File: src/rtl/rb_unpack.sv
// Burst read-back from the shared result RAM: reads four consecutive words starting at
// an auto-incrementing pointer and presents their low DATA_W bits in parallel as MU1..MU4.
module rb_unpack #(
    parameter int ADDR_W = 6,
    parameter int DATA_W = 18,
    parameter int WORDS  = 4
) (
    input  logic              clk,
    input  logic              rst,
    input  logic              start,
    input  logic              ld_addr,
    input  logic [ADDR_W-1:0] addr_in,
    output logic              re_n,
    output logic [7:0]        r_addr,
    input  logic [31:0]       dataRAM_in,
    output logic [DATA_W-1:0] MU1,
    output logic [DATA_W-1:0] MU2,
    output logic [DATA_W-1:0] MU3,
    output logic [DATA_W-1:0] MU4,
    output logic              valid,
    output logic              busy
);

    localparam int CNT_W = $clog2(WORDS);

    typedef enum logic [1:0] {IDLE, READ, LAST} state_t;

    state_t              state_reg, state_next;
    logic [ADDR_W-1:0]   ptr_reg, ptr_next;
    logic [CNT_W-1:0]    cnt_reg, cnt_next;
    logic [DATA_W-1:0]   buf_reg [0:WORDS-2];
    logic [DATA_W-1:0]   mu_reg  [0:WORDS-1];
    logic                valid_reg;
    logic [DATA_W-1:0]   word;
    logic                unused_hi;

    assign word      = dataRAM_in[DATA_W-1:0];
    assign unused_hi = ^dataRAM_in[31:DATA_W];

    always_comb begin
        state_next = state_reg;
        ptr_next   = ptr_reg;
        cnt_next   = cnt_reg;
        case (state_reg)
            IDLE: begin
                // A load in the same cycle as start sets the burst's first address.
                if (ld_addr)
                    ptr_next = addr_in;
                if (start) begin
                    state_next = READ;
                    cnt_next   = '0;
                end
            end
            READ: begin
                ptr_next = ptr_reg + 1'b1;
                cnt_next = cnt_reg + 1'b1;
                if (cnt_reg == CNT_W'(WORDS - 1))
                    state_next = LAST;
            end
            LAST: state_next = IDLE;
            default: state_next = IDLE;
        endcase
    end

    always_ff @(posedge clk or negedge rst) begin
        if (!rst) begin
            state_reg <= IDLE;
            ptr_reg   <= '0;
            cnt_reg   <= '0;
            valid_reg <= 1'b0;
        end else begin
            state_reg <= state_next;
            ptr_reg   <= ptr_next;
            cnt_reg   <= cnt_next;
            valid_reg <= (state_reg == LAST);
        end
    end

    // Read data lags re_n by one cycle, so word k lands while cnt_reg == k+1.
    genvar gi;
    generate
        for (gi = 0; gi < WORDS - 1; gi++) begin : g_buf
            always_ff @(posedge clk or negedge rst) begin
                if (!rst)
                    buf_reg[gi] <= '0;
                else if (state_reg == READ && cnt_reg == CNT_W'(gi + 1))
                    buf_reg[gi] <= word;
            end
        end

        for (gi = 0; gi < WORDS; gi++) begin : g_mu
            if (gi == WORDS - 1) begin : g_direct
                always_ff @(posedge clk or negedge rst) begin
                    if (!rst)
                        mu_reg[gi] <= '0;
                    else if (state_reg == LAST)
                        mu_reg[gi] <= word;
                end
            end else begin : g_buffered
                always_ff @(posedge clk or negedge rst) begin
                    if (!rst)
                        mu_reg[gi] <= '0;
                    else if (state_reg == LAST)
                        mu_reg[gi] <= buf_reg[gi];
                end
            end
        end
    endgenerate

    assign re_n   = (state_reg != READ);
    assign r_addr = {{(8 - ADDR_W){1'b0}}, ptr_reg};
    assign busy   = (state_reg != IDLE);
    assign valid  = valid_reg;
    assign MU1    = mu_reg[0];
    assign MU2    = mu_reg[1];
    assign MU3    = mu_reg[2];
    assign MU4    = mu_reg[3];

endmodule
File: config.mk
export PLATFORM = sky130hd
export DESIGN_NAME = rb_unpack
export DESIGN_NICKNAME = d
export VERILOG_FILES = /design/src/rtl/rb_unpack.sv
export SDC_FILE = /design/constraint.sdc
export NUM_CORES = 1
export LEC_CHECK = 0
export BUFFER_PORTS_ARGS = -buffer_cell sky130_fd_sc_hd__buf_2
export CAP_MARGIN = 20
export CORE_MARGIN = 10
export CORE_UTILIZATION = 44
export CTS_BUF_LIST = sky130_fd_sc_hd__clkbuf_4 sky130_fd_sc_hd__clkbuf_8 sky130_fd_sc_hd__clkbuf_16
export DETAILED_ROUTE_END_ITERATION = 10
export PLACE_DENSITY_LB_ADDON = 0.15
export RECOVER_POWER = 50
export REMOVE_ABC_BUFFERS = 1
export SETUP_SLACK_MARGIN = 0.5
export SLEW_MARGIN = 20
export SYNTH_ARGS = -nofsm -noshare
export SYNTH_HDL_FRONTEND = slang
export SYNTH_SLANG_ARGS = --single-unit
export TNS_END_PERCENT = 50
File: constraint.sdc
create_clock -name clk -period 1.45 [get_ports clk]
set_input_delay 0.29 -clock clk [delete_from_list [all_inputs] [get_ports clk]]
set_output_delay 0.29 -clock clk [all_outputs]
set_load 0.02 [all_outputs]
==> flow_summary.yaml <==
clocking:
  cts_made_buffers: 17
  cts.htree.levels: 4
  cts_sinks: 137
  clkLatencyLatePin_ns: 0.42
  cts-root-buf: "sky130_fd_sc_hd__clkbuf_16"
  clock_tree.buffer_depth: 2
  clock_tree_from_tritoncts: "built"
  cts.clk_slew.worst_paths_ns: 0.05
run_status:
  outcome: "finished with violations"
  failed_checks: "negative setup slack"
finish:
  antenna_cells_inserted: 0
  finalNetCount: 544
  layout-drive-gt1-share_pct: 65.6
  fillerInstances: 845
  area_growth_pct: 51.2
  number_of_flip_flops_in_the_largest_register: 54
  layout.core_utilization_pct: 67.4
grt:
  largest_net_degree_at_the_start_of_global_routing: 42
  global_route_wire_length_before_repair_um: 20600
  first_global_vias: 3660
  grt_overflow: 0
  grt_usage_pct: 16.2
  initial_antenna_violation_count: 0
synth:
  synthCells: 334
  yosys-top-cells-area: "sky130_fd_sc_hd__dfrtp_1 65%, sky130_fd_sc_hd__mux2_2 26%, sky130_fd_sc_hd__mux2_1 1.1%"
  post-synth-top-count-cell: "sky130_fd_sc_hd__dfrtp_1"
  syn_avg_cell_area_um2: 15.9
  leading_cell_types_by_count_after_synthesis: "137 x sky130_fd_sc_hd__dfrtp_1, 121 x sky130_fd_sc_hd__mux2_2, 9 x sky130_fd_sc_hd__inv_1"
  synth.yosys.warnings: 0
  count_of_state_elements_after_synthesis: 137
  asyncSetResetFlopFracSynth_pct: 100
  post-synth-top-area-fraction_pct: 64.6
  synth.distinct_cells: 33
  syn_area_um2: 5310
  synthFlopType: "sky130_fd_sc_hd__dfrtp_1"
  synth_enable_flop_cells: 0
  seq_area_frac_synth_pct: 64.6
  post-synth-top-area-cell: "sky130_fd_sc_hd__dfrtp_1"
setup_path:
  timing.critical_path.required_ns: 1.16
  max_stage_delay_ns: 0.41
  worst_r2r_endpoint: "buf_reg[12]"
  cp-start-kind: "flip-flop"
  rr_startpoint: "state_reg[0]"
  ordered_cell_list_for_the_critical_path: "buf_6 -> buf_6 -> or2_4 -> buf_6"
  path_common_cell: "sky130_fd_sc_hd__buf_6"
  reg2regPathDepth: 7
  ff2ff_setup_slack_ns: -0.19
  path_class: "reg2out"
  timing.critical_path.fanout_max: 3
  critPathCaptureType: "output pin"
  slowest_stage: "sky130_fd_sc_hd__dfrtp_1"
  crit_arrival_ns: 1.41
pwr:
  vdd.ir_drop.worst_mv: 1.53
  total_power_mw: 20.1
  p_leak_nw: 3.73
  power_density_nw_per_um2: 2500
detailed_routing:
  drt_pre_antenna_iters: 4
  drt.antenna.violating_nets: 0
  route.detailed.drc: 0
  dr.first_iter.drc_count: 117
  via_count: 3326
  post_drt_wl_per_cell_um: 19.4
  drt_wl_total_um: 12700
  vias_per_cell: 5.07
floorplanning:
  row_count: 40
  chipWidth_um: 130
  initial_core_util_pct: 44.6
  dieArea_um2: 16900
  placeableCoreArea_um2: 11900
  dieHeight_um: 130
  num_io_pins: 125
place:
  routabilityCongestion: 0.835
  dp_hpwl_um: 7710
  setup_slack_after_placement_ns: -0.0437
  port-buffer-count: 108
sta:
  setup_viol_count_final: 127
  tightestPinTransition_ns: 1.00
  timing.final.hold_violations: 0
  max-slew-margin-rel_pct: 33.3
  final.min_clock_period_ns: 1.70
  max_slew_vio_count: 0
  fin_worst_skew_ns: 0.00532
  holdWs_ns: 0.0324
  final_min_period_over_clock_period_pct: 117
  max_freq_mhz: 587
  unrepaired_setup_endpoints_after_global_routing: "yes"
  setup_total_negative_slack_ns: -15.78
  worst_slack_ns: -0.253
min_path:
  timing.hold.worst.class: "in2async"
job:
  max_cap_violations: 0
==> worst max-delay path, delay by kind of cell (launching register included) <==
kind / cells / cell delay [ns]
AND/OR/NAND/NOR: 1 / 0.22
buffers and inverters: 3 / 0.36
flip-flops: 1 / 0.41
==> kinds of logic (layout without fill, tap and decap cells) <==
logic type,Yosys count,after routing,share of synthesized area (%)
flops,137,137,64.6
mux,126,126,26.7
buf+inv,24,198,2.45
simple gates,22,22,2.73
compound gates,20,20,2.48
fa+ha+maj,4,4,0.943
other cells,1,2,0.0707
==> layout make-up <==
| type | instances | area [um^2] | share of cell area [%] |
|---|---|---|---|
| clock buffer | 28 | 546 | 6.80 |
| sequential | 137 | 3430 | 42.8 |
| timing repair buffer | 159 | 1910 | 23.8 |
| tap | 147 | 184 | 2.29 |
| multi-input combinational | 174 | 1910 | 23.8 |
| clock inverter | 2 | 10.0 | 0.125 |
| inverter | 9 | 36.3 | 0.452 |
==> how the worst max path moves through the flow <==
stage                            start  cells past startpoint  slack (ns)    endpoint
after CTS                 state_reg[0]                      4       -0.26        busy
after global placement    state_reg[0]                      4        0.01  ptr_reg[3]
after global routing      state_reg[0]                      4       -0.30        busy
after detailed placement  state_reg[0]                      4       -0.04  ptr_reg[3]
final                     state_reg[0]                      4       -0.25        busy
after floorplan           state_reg[1]                      2       -2.87      MU1[0]
==> layout by cell type, fill, tap and decap left out, types with 4 or more instances in the layout <==
master / Yosys / final
sky130_fd_sc_hd__inv_1: 9 / 7
sky130_fd_sc_hd__buf_4: 2 / 12
sky130_fd_sc_hd__mux2_4: 0 / 18
sky130_fd_sc_hd__buf_16: 0 / 10
sky130_fd_sc_hd__buf_6: 3 / 88
sky130_fd_sc_hd__buf_12: 0 / 14
sky130_fd_sc_hd__clkbuf_16: 0 / 17
sky130_fd_sc_hd__dfrtp_1: 137 / 135
sky130_fd_sc_hd__o21ai_1: 0 / 4
sky130_fd_sc_hd__clkbuf_4: 0 / 7
sky130_fd_sc_hd__mux2_2: 121 / 107
sky130_fd_sc_hd__nand2_1: 5 / 5
sky130_fd_sc_hd__clkbuf_8: 0 / 6
sky130_fd_sc_hd__buf_8: 0 / 4
sky130_fd_sc_hd__buf_2: 8 / 26
==> power by group <==
group / internal (mW) / leakage, nW / switching [mW]
sequential: 5.75 / 1.65 / 1.24
combinational: 5.35 / 1.80 / 3.75
clock: 2.53 / 0.283 / 1.48
total: 13.6 / 3.73 / 6.47
==> metrics by stage <==
step                instance area (um^2)  instances
detailed placement                  6200        593
CTS                                 8010        655
finish                              8030        656
floorplan                           5220        320
global placement                    6200        593
global route                        8030        656
==> per-layer routing <==
metal | global-route usage (%) | up-vias | part of all wire (%) | wire length, um
li1 | - | 1518 | - | -
met1 | 19.1 | 1705 | 42 | 5300
met2 | 26.5 | 87 | 50 | 6340
met3 | 6.65 | 16 | 7.3 | 936
met4 | 5.16 | 0 | 1.3 | 167
met5 | 0 | - | 0 | 0
==> what timing repair did <==
action / in CTS / in global routing
gates cloned: 10 / 0
endpoints found under the setup margin: 218 / 218
gates resized for setup: 227 / 6
setup buffers: 22 / 1
endpoints found under the hold margin: 37 / 37
pin swaps: 7 / 3
Note: power is estimated with default switching activity, not from simulation.
